<file path="config.mk">
export PLATFORM = sky130hd
export DESIGN_NAME = latch_writer
export DESIGN_NICKNAME = d
export VERILOG_FILES = /design/src/rtl/latch_writer_pkg.sv /design/src/rtl/latch_writer_cyc_counter.sv /design/src/rtl/latch_writer.sv
export SDC_FILE = /design/constraint.sdc
export NUM_CORES = 1
export LEC_CHECK = 0
export CORE_ASPECT_RATIO = 1.4
export CORE_MARGIN = 2
export CORE_UTILIZATION = 52
export CTS_CLUSTER_SIZE = 40
export DETAILED_ROUTE_END_ITERATION = 8
export GPL_TIMING_DRIVEN = 0
export PLACE_DENSITY = 0.94
export SLEW_MARGIN = 20
export SYNTH_ARGS = -nofsm -noshare
export SYNTH_HDL_FRONTEND = slang
export SYNTH_SLANG_ARGS = --single-unit
</file>
<file path="constraint.sdc">
create_clock -name clk -period 2.8 [get_ports clk]
set_input_delay 0.28 -clock clk [delete_from_list [all_inputs] [get_ports clk]]
set_output_delay 0.28 -clock clk [all_outputs]
set_load 0.01 [all_outputs]
</file>
<file path="src/rtl/latch_writer_pkg.sv">
// Shared definitions for the latch write sequencer: state encodings, default timing, helpers.
// The timing defaults are also used by the latch bank models.
package latch_writer_pkg;

    typedef enum logic [2:0] {
        ST_IDLE   = 3'd0,
        ST_SETUP  = 3'd1,
        ST_STROBE = 3'd2,
        ST_HOLD   = 3'd3,
        ST_CLR    = 3'd4
    } state_e;

    localparam int DEF_WIDTH      = 8;
    localparam int DEF_NLATCH     = 6;
    localparam int DEF_AW         = 3;
    localparam int DEF_SETUP_CYC  = 1;
    localparam int DEF_STROBE_CYC = 2;
    localparam int DEF_HOLD_CYC   = 1;

    function automatic int max3(input int a, input int b, input int c);
        int m;
        m = (a > b) ? a : b;
        return (m > c) ? m : c;
    endfunction

endpackage

</file>
<file path="src/rtl/latch_writer_cyc_counter.sv">
// Loadable down-counter with a zero flag; saturates at zero instead of wrapping.
module cyc_counter #(
    parameter int W = 2
) (
    input  logic         clk,
    input  logic         rst_n,
    input  logic         load,
    input  logic [W-1:0] load_val,
    output logic         zero
);

    logic [W-1:0] count_q;
    logic [W-1:0] count_d;

    always_comb begin
        count_d = count_q;
        if (load)
            count_d = load_val;
        else if (count_q != '0)
            count_d = count_q - 1'b1;
    end

    // NOTE: sequential state uses non-blocking assignments only, so every flop samples pre-edge values.
    always_ff @(posedge clk or negedge rst_n) begin
        if (!rst_n)
            count_q <= '0;
        else
            count_q <= count_d;
    end

    assign zero = (count_q == '0);

endmodule

</file>
<file path="src/rtl/latch_writer.sv">
// Write-side sequencer for a bank of transparent latches: SETUP -> STROBE -> HOLD per write,
// plus a bank clear pulse. Every latch-facing output comes straight from a flop.
module latch_writer
    import latch_writer_pkg::*;
#(
    parameter int WIDTH      = DEF_WIDTH,
    parameter int NLATCH     = DEF_NLATCH,
    parameter int AW         = DEF_AW,
    parameter int SETUP_CYC  = DEF_SETUP_CYC,
    parameter int STROBE_CYC = DEF_STROBE_CYC,
    parameter int HOLD_CYC   = DEF_HOLD_CYC
) (
    input  logic              clk,
    input  logic              nclr,
    input  logic              wr_valid,
    output logic              wr_ready,
    input  logic [AW-1:0]     wr_addr,
    input  logic [WIDTH-1:0]  wr_data,
    input  logic              clr_req,
    output logic              bad_addr,
    output logic [WIDTH-1:0]  lat_d,
    output logic [NLATCH-1:0] lat_en,
    output logic              lat_nclr
);

    localparam int CW = $clog2(max3(SETUP_CYC, STROBE_CYC, HOLD_CYC) + 1);
    localparam logic [AW:0] NLATCH_W = (AW + 1)'(NLATCH);

    state_e            state_q, state_d;
    logic [AW-1:0]     addr_q, addr_d;
    logic [WIDTH-1:0]  lat_d_q, lat_d_d;
    logic [NLATCH-1:0] lat_en_q, lat_en_d;
    logic              wr_ready_q, wr_ready_d;
    logic              lat_nclr_q, lat_nclr_d;
    logic              bad_addr_q, bad_addr_d;
    logic              accept;
    logic              cnt_load;
    logic [CW-1:0]     cnt_load_val;
    logic              cnt_zero;

    cyc_counter #(.W(CW)) u_cnt (
        .clk      (clk),
        .rst_n    (nclr),
        .load     (cnt_load),
        .load_val (cnt_load_val),
        .zero     (cnt_zero)
    );

    // NOTE: every signal written here gets a default first, so no path can infer a latch.
    always_comb begin
        state_d = state_q;
        addr_d  = addr_q;
        lat_d_d = lat_d_q;
        accept  = 1'b0;

        unique case (state_q)
            ST_IDLE: begin
                // wr_ready_q is low only on the first cycle after reset release.
                if (wr_ready_q) begin
                    if (clr_req) begin
                        state_d = ST_CLR;
                    end else if (wr_valid) begin
                        accept  = 1'b1;
                        addr_d  = wr_addr;
                        lat_d_d = wr_data;
                        state_d = ST_SETUP;
                    end
                end
            end
            ST_SETUP:  if (cnt_zero) state_d = ST_STROBE;
            ST_STROBE: if (cnt_zero) state_d = ST_HOLD;
            ST_HOLD:   if (cnt_zero) state_d = ST_IDLE;
            ST_CLR:    if (cnt_zero) state_d = ST_IDLE;
            default:   state_d = ST_IDLE;
        endcase

        cnt_load = (state_d != state_q);
        unique case (state_d)
            ST_SETUP:  cnt_load_val = CW'(SETUP_CYC - 1);
            ST_STROBE: cnt_load_val = CW'(STROBE_CYC - 1);
            ST_HOLD:   cnt_load_val = CW'(HOLD_CYC - 1);
            ST_CLR:    cnt_load_val = CW'(STROBE_CYC - 1);
            default:   cnt_load_val = '0;
        endcase

        // Outputs are decoded from the next state so they are registered alongside it.
        lat_en_d = '0;
        if (state_d == ST_STROBE) begin
            for (int i = 0; i < NLATCH; i++)
                lat_en_d[i] = (addr_d == AW'(i));
        end
        wr_ready_d = (state_d == ST_IDLE);
        lat_nclr_d = (state_d != ST_CLR);
        bad_addr_d = accept && ({1'b0, wr_addr} >= NLATCH_W);
    end

    always_ff @(posedge clk or negedge nclr) begin
        if (!nclr) begin
            state_q    <= ST_IDLE;
            addr_q     <= '0;
            lat_d_q    <= '0;
            lat_en_q   <= '0;
            wr_ready_q <= 1'b0;
            lat_nclr_q <= 1'b0;
            bad_addr_q <= 1'b0;
        end else begin
            state_q    <= state_d;
            addr_q     <= addr_d;
            lat_d_q    <= lat_d_d;
            lat_en_q   <= lat_en_d;
            wr_ready_q <= wr_ready_d;
            lat_nclr_q <= lat_nclr_d;
            bad_addr_q <= bad_addr_d;
        end
    end

    assign wr_ready = wr_ready_q;
    assign lat_d    = lat_d_q;
    assign lat_en   = lat_en_q;
    assign lat_nclr = lat_nclr_q;
    assign bad_addr = bad_addr_q;

endmodule
</file>
== After elaboration in Yosys (flattened, before gate mapping) ==
Index checks and enable logic that the tools add are counted.

* Register bits after elaboration: 25
* Input port bits: 15
* Output and inout bits: 17
* Logic and storage cells: 53

* Add/sub/neg operators: 1
* $lt $le $gt $ge: 1
* Eq/ne operators: 13
* Mux-type cells: 19
* Bitwise operators: 1
* Reduce and logical (&&, ||, !) cells: 10

{| class="wikitable"
|+ Operators with widths
! cell !! number
|-
| $mux 3 || 10
|-
| $eq 3x2->1 const B || 5
|-
| $eq 3x3->1 const B || 4
|-
| $pmux 3 s4 || 1
|-
| $logic_not 3->1 || 3
|-
| $eq 3x1->1 const B || 2
|-
| $mux 6 || 1
|-
| $mux 1 || 5
|-
| $mux 2 || 2
|-
| $reduce_and 4->1 || 1
|-
| $reduce_bool 2->1 || 2
|-
| $reduce_or 2->1 || 2
|-
| $ge 3x3->1 const B || 1
|-
| $ne 3x3->1 || 1
|-
| $ne 3x3->1 const B || 1
|-
| $logic_not 2->1 || 1
|-
| $sub 2x1->2 const B || 1
|-
| $logic_and 1x1->1 || 1
|-
| $not 1->1 || 1
|}

== Logic depth before layout (Yosys ltp) ==
* Depth after elaboration: 8
* Depth in mapped cells: 6

== Modules after synthesis ==
Synthesis repeated with hierarchy kept, for this count alone.

* Cell total of the unflattened synthesis: 102
* Area, all modules: 1,201.2 µm²

{| class="wikitable"
|+ By module, submodules not included
! module !! times used !! cells each !! area each (µm²)
|-
| latch_writer || 1 || 90 || 1,087.3
|-
| cyc_counter || 1 || 12 || 113.9
|}

== Worst setup path before layout ==
Ideal clock, no wire load.

* Kind: register to register
* Start point: reg state_q[0]
* End point: reg addr_q[0]
* Arrival: 1,310 ps
* Data required time: 2,675 ps
* Path slack: 1,365 ps
* Stages on the path, launching flop included: 6
* Clock period less this slack: 1,435 ps
* Path through: dfrtp_1 -> buf_6 -> or2_4 -> nor2_8 -> buf_12 -> mux2_4

* Cells in the longest elaborated chain, start to end: 2

{| class="wikitable"
|+ Ends and longest elaborated chain
! what !! RTL line !! text
|-
| start: declaration || latch_writer.sv:29 || <nowiki>state_e state_q, state_d;</nowiki>
|-
| start signal: assignment || latch_writer.sv:107 || <nowiki>state_q <= state_d;</nowiki>
|-
| $logic_not 3->1 || latch_writer.sv:56 || <nowiki>unique case (state_q)</nowiki>
|-
| $mux 3 || latch_writer.sv:56 ||
|-
| net addr_d[0] || latch_writer.sv:30 || <nowiki>logic [AW-1:0] addr_q, addr_d;</nowiki>
|-
| end signal: assignment || latch_writer.sv:108 || <nowiki>addr_q <= addr_d;</nowiki>
|-
| end: declaration || latch_writer.sv:30 ||
|}

The timed path passes the listed nets, and every way through them passes these cells.
A chain may end at the register's enable or synchronous reset.

== Final worst setup path ==
* Start point: reg wr_ready_q (netlist: wr_ready)
* End point: out wr_ready

{| class="wikitable"
|+ RTL lines
! what !! RTL line !! text
|-
| start: declaration || latch_writer.sv:33 || <nowiki>logic wr_ready_q, wr_ready_d;</nowiki>
|-
| start signal: assignment || latch_writer.sv:111 || <nowiki>wr_ready_q <= wr_ready_d;</nowiki>
|-
| end: declaration || latch_writer.sv:16 || <nowiki>output logic wr_ready,</nowiki>
|}

No word-level cell between the ends.

==> metrics.yaml <==
synth:
  syn_area_per_cell_um2: 11.6
  yosysMostFrequentCell: "dfrtp_1"
  synth_xor_area_frac: 0.00685
  synth_edf_count: 0
  synth_top_area_cell: "dfrtp_1"
  synthTopCellsByArea: "dfrtp_1 (49%), mux2_4 (7.0%), a21oi_1 (3.5%), mux2_2 (3.5%), o21ai_0 (2.3%)"
  netlist_instances: 110
  synth_nets: 126
  yosys.area_share.simple: 0.196
  synth.top_cell.area_share: 0.489
  yosysWarnings: 0
  synth_seq_cells: 25
  yosysSeqAreaShare: 0.489
  synth_cell_types: 40
  synth-main-ff-cell: "dfrtp_1"
  syn_area_um2: 1280
  synth_mux_area_frac: 0.106
  synthArstFlopShare: 1.00
  synth_compound_area_frac: 0.139
  yosys.area_share.adder: 0.00978
  synth_top_family_by_area: "simple AND/OR/NAND/NOR gates"
  synth_common_cells: "dfrtp_1 (25), a21oi_1 (9), mux2_4 (6), nor2_1 (6), o21ai_0 (6)"
global_routing:
  track_usage: 0.216
  grt_pass1_wl_mm: 4.57
  grt_max_degree: 26
  grt_pass1_vias: 1032
  antenna_found_initial: 0
  globalRoute.totalOverflow: 0
floorplanning:
  die_h_um: 62.7
  pin_count: 32
  rows: 21
  die_area_um2: 2880
  initial_utilization: 0.541
  coreArea_um2: 2360
  die_x_um: 45.9
power_and_ir_drop:
  vdd_drop_max_v: 0.000512
  p_leak_nw: 0.699
  switching_share: 0.383
  p_sw_uw: 641
  p_per_area_nw_per_um2: 1010
  internal_power_mw: 1.03
  clkPwrFrac: 0.095
  p_comb_frac: 0.536
  seq_power_share: 0.368
sta:
  whs_ns: 0.458
  setup_tns_ns: 0
  finalSetupViolCount: 0
  max_slew_margin: 0.635
  slew_viol_final: 0
  period_needed_ns: 1.70
  tightest_slew_ns: 0.548
  finalClockSkew_ns: 0.00424
  hold_violations: 0
  grt_setup_unrepaired: "no"
  fmax_mhz: 589
  post-route-worst-setup-slack_ns: 1.10
  layout_worst_path_cycle_share: 0.607
routing:
  drt-initial-drc-count: 33
  finalWirelength_mm: 2.84
  route.detailed.drc: 0
  antenna_left: 0
  dr.pass1.iters: 4
  wl_per_cell_um: 16.8
  vias: 1015
  vias_per_cell: 6.01
clock_network:
  htree_levels: 1
  cts_root_buf: "clkbuf_4"
  post-cts-setup-buffers: 0
  cts_buffer_depth: 2
  post_cts_resized: 0
  numCtsBuffers: 3
  cts_tree: "yes"
  clkSinkCount: 25
  clkLatencyLatePin_ns: 0.32
  path_clk_slew_ns: 0.13
critical_path:
  slowest_delay_ns: 0.59
  arrival_ns: 1.42
  path_delay_family: "buffers and inverters"
  ff2ff_path_depth: 6
  crit_type: "flip-flop to output port"
  critPathCapture: "wr_ready"
  reg2reg_from: "u_cnt.count_q[0]"
  worst-path-buf-inv: 1
  cp-start-kind: "flip-flop"
  endpoint_kind: "output port"
  crit_path_start: "wr_ready"
  rr_endpoint: "u_cnt.count_q[0]"
  worstPathCellList: "clkdlybuf4s50_1"
  cp_max_fo: 5
  cp_num_cells: 1
  critPathSlowestCell: "clkdlybuf4s50_1"
  worstPathRequired_ns: 2.52
  reg2reg_slack_ns: 1.19
placed_design:
  post-dp-hpwl_mm: 2.10
  port_buffers: 31
  post_dp_cell_area_um2: 1620
  dp_slack_ns: 0.967
  gp_congestion: 0.945
  dp.cells: 164
outcome:
  status: "finished clean"
final_layout:
  syn_to_final_growth_pct: 29.1
  nets: 163
  antennaDiodeCount: 0
  fin_cells: 169
  drive_gt1_frac: 0.171
  final_design_area_no_fill_um2: 1650
min_path:
  hold_class: "input port to asynchronous set/reset pin"
flow_run:
  cap_viol_max_count: 0
[area by class of cell]
type	count	area (um2)
inverter	5	18.8
buffer	6	50.0
clock inverter	1	5.00
timing repair buffer	32	315
multi-input combinational	74	584
tap	23	28.8
fill	161	714
sequential	25	626
clock buffer	3	22.5
[power groups by stage]
stage | combinational, mW | clock [mW] | sequential, mW
floorplan | 0.538 | 0 | 0.639
global placement | 0.843 | 0 | 0.606
detailed placement | 0.886 | 0 | 0.619
CTS | 0.889 | 0.165 | 0.612
global route | 0.967 | 0.186 | 0.629
finish | 0.898 | 0.159 | 0.616
[sequential cells by signal, indices dropped and copies added (netlist names)]
name and cells:
lat_en 6, addr_q 3, lat_d 8, bad_addr 1, state_q 3, wr_ready 1
lat_nclr 1, u_cnt.count_q 2
[worst min path at each step]
stage          startpoint  slack [ns]   endpoint
6_report             nclr        0.46  addr_q[1]
5_1_grt              nclr        0.48  addr_q[1]
4_1_cts          lat_d[7]        0.53   lat_d[7]
3_5_place_dp     lat_d[7]        0.50   lat_d[7]
3_3_place_gp     lat_d[7]        0.49   lat_d[7]
2_1_floorplan        nclr       -0.02  addr_q[0]
[stage by stage]
stage,power (mW),util
2_1_floorplan,1.18,-
3_3_place_gp,1.45,0.684
3_5_place_dp,1.50,0.684
4_1_cts,1.67,0.696
5_1_grt,1.78,0.698
6_report,1.67,0.698
[per-layer routing]
layer  GRT usage  part of all wire
met1       0.236              0.38
met2       0.368              0.55
met3      0.0462             0.033
met4       0.111             0.035
met5           0                 0
[cells in the final DEF (no fill, tap or decap), types with 3 or more instances in the layout]
cell type | synthesis | routed
clkbuf_4 | 0 | 3
nand4_1 | 3 | 3
dfrtp_1 | 25 | 25
o211ai_1 | 3 | 3
o21ai_0 | 6 | 6
nor2_1 | 6 | 6
clkdlybuf4s50_1 | 0 | 30
mux2_2 | 4 | 4
buf_2 | 3 | 4
mux2_4 | 6 | 6
nand2_1 | 3 | 3
a21oi_1 | 9 | 9
nor2b_1 | 4 | 4
inv_1 | 5 | 5
nand4b_1 | 3 | 3
[logic make-up (layout without fill, tap and decap cells)]
kind of cell | after synthesis | after routing
XOR/XNOR | 1 | 1
flip-flops | 25 | 25
AND/OR/NAND/NOR | 34 | 34
buffers and inverters | 11 | 47
adder cells (fa/ha/maj) | 1 | 1
AO/OA/AOI/OAI | 28 | 28
multiplexers | 10 | 10
[what timing repair did]
| item | 4_1_cts | 5_1_grt |
|---|---|---|
| hold buffers | 0 | 1 |
| endpoints found under the setup margin | 0 | 0 |
| endpoints found under the hold margin | 0 | 25 |
No activity file was read; power rests on OpenSTA's default activity.
==> patch: new RTL, config.mk and constraints unchanged <==
Re-encode `state_e` (5 states) as Gray code, 3 bits wide.
--- a/src/rtl/latch_writer_pkg.sv
+++ b/src/rtl/latch_writer_pkg.sv
@@ -5,7 +5,7 @@
     typedef enum logic [2:0] {
-        ST_IDLE   = 3'd0,
-        ST_SETUP  = 3'd1,
-        ST_STROBE = 3'd2,
-        ST_HOLD   = 3'd3,
-        ST_CLR    = 3'd4
+        ST_IDLE   = 3'b000,
+        ST_SETUP  = 3'b001,
+        ST_STROBE = 3'b011,
+        ST_HOLD   = 3'b010,
+        ST_CLR    = 3'b110
     } state_e;
Check against the original RTL: no difference found for any inputs over 10 cycles, from zero or initial values; not proved beyond that.
==> patch against the original RTL <==
  * Die area is 16% lower
  * Register-to-register slack worse by 0.21 ns
  * Synthesized area down 17%
  * Clock skew hardly changed
  * Wire length decreased by 36%
  * Final area down 14%
  * Sequential cell count stayed put
  * Setup slack got worse by 0.12 ns
  * Core utilization increased by 3.4 points
  * Total power is 19% lower
  * Critical path type is now reg2reg
  * Largest power group unchanged
==> patch: results (changes against the original RTL) <==
Routing
The mean number of vias per cell came to 5.50 (was 6.01). The met2 routed wirelength is 928 µm (was 1560 µm). The first-iteration detailed-routing DRC count came to 0 (was 33). The routed wire length came to 1830 µm (was 2840 µm).

The detailed-router iteration count before antenna repair is 1 (was 4). The routed metal-1 wirelength was 749 µm (was 1080 µm). The detailed-routed wire length on met3 was 106 µm (was 94 µm).

Synthesis
The combined area of all synthesized cells came to 0.00106 mm² (was 0.00128 mm²). The net count after synthesis came to 97 (was 126). Synth top area cells: dfrtp_1 (59%), mux2_1 (8.5%), nor4_1 (2.4%) (was dfrtp_1 (49%), mux2_4 (7.0%), a21oi_1 (3.5%)). The count of different cell masters after synthesis is 31 (was 40). The instance count of the mapped netlist is 81 (was 110). The portion of the post-synthesis area used by sequential elements is 59.2% (was 48.9%).

The number of warnings reported in the yosys synthesis log is 0 (unchanged).

Power and ir drop
The switching power summed over all nets was 472 µW (was 641 µW). The power in the clock group was 154 µW (was 159 µW). The standby leakage power is 0.636 nW (was 0.699 nW). The maximum VDD drop is 0.578 mV (was 0.512 mV).

The part of the power in the clock network was 11.3% (was 9.5%). The relative contribution of combinational cells to total power is 45.1% (was 53.6%).

Cells and area
The number of non-clock buffers is 34 (was 38). The filler cell count is 128 (was 161). The proportion of layout cells with a drive suffix above 1 came to 10.3% (was 17.1%). The multi-input logic portion of the cell area is 28.1% (was 35.4%). The number of non-filler instances in the completed layout is 138 (was 169). The multi-input combinational cell count was 48 (was 74). The number of logic inverters in the finished layout is 6 (was 5). The sequential fraction of total cell area is 43.9% (was 37.9%). The clock-cell share of area is 1.93% (was 1.67%).

Worst setup path
The largest delay contributor family on the critical path was compound AO/OA/AOI/OAI gates (was buffers and inverters). The arrival time of the worst setup path is 2.00 ns (was 1.42 ns). The cell at the slowest stage of the critical path is o31ai_2 (was clkdlybuf4s50_1). The critical path's largest stage delay is 0.51 ns (was 0.59 ns). The maximum fanout along the worst path was 8 (was 5). The critical path class is reg2reg (was reg2out).

Global routing
The global-route wire length before repair is 3080 µm (was 4570 µm). The met1 routing resource usage after global routing is 19.1% (was 23.6%). The via count of the first global-routing pass came to 743 (was 1032). The overall global routing resource usage is 17.0% (was 21.6%).

The met2 capacity usage during global routing came to 29.7% (was 36.8%). The global routing met3 resource utilization is 3.48% (was 4.62%).

Placement
The half-perimeter wire length of the detailed placement result is 1400 µm (was 2100 µm). The final weighted congestion of routability-driven global placement is 0.894 (was 0.945). The post-placement worst setup slack is 0.932 ns (was 0.967 ns). The total placed cells including tap cells is 133 (was 164).

Timing
The relative slew slack is 64.0% (was 63.5%). The post-route clock skew is 0.00398 ns (was 0.00424 ns).

Outcome
Run status: finished, final reports clean (unchanged).
patch: changes by cell type after synthesis, sizes merged, moves of 3 or more:
cell / change
o211ai: -3
buf: -4
nand4b: -3
nand4: -3
o21ai: -5
mux2i: +3
a21oi: -7
nor4: +4
patch: kinds of logic after synthesis:
| family | share of synthesized area [%] |
|---|---|
| AND/OR/NAND/NOR | 16.6 |
| flip-flops | 59.2 |
| multiplexers | 14.0 |
| AO/OA/AOI/OAI | 5.33 |
| buffers and inverters | 2.96 |
| XOR/XNOR | 0.829 |
| adder cells (fa/ha/maj) | 1.18 |
patch: final timing paths:
check                                    to  slack [ns]  cells after the start
max                        u_cnt.count_q[0]        0.98                      6
min in group clk                   lat_d[7]        0.50                      1
min reg2reg                        lat_d[7]        0.50                      1
max in group asynchronous          lat_d[5]        1.99                      2
min                               lat_en[0]        0.46                      2
max reg2reg                u_cnt.count_q[0]        0.98                      6
patch: repair_timing:
item / in CTS / in global routing
hold buffers: 0 / 1
endpoints found under the hold margin: 0 / 25
setup buffers: 0 / 0
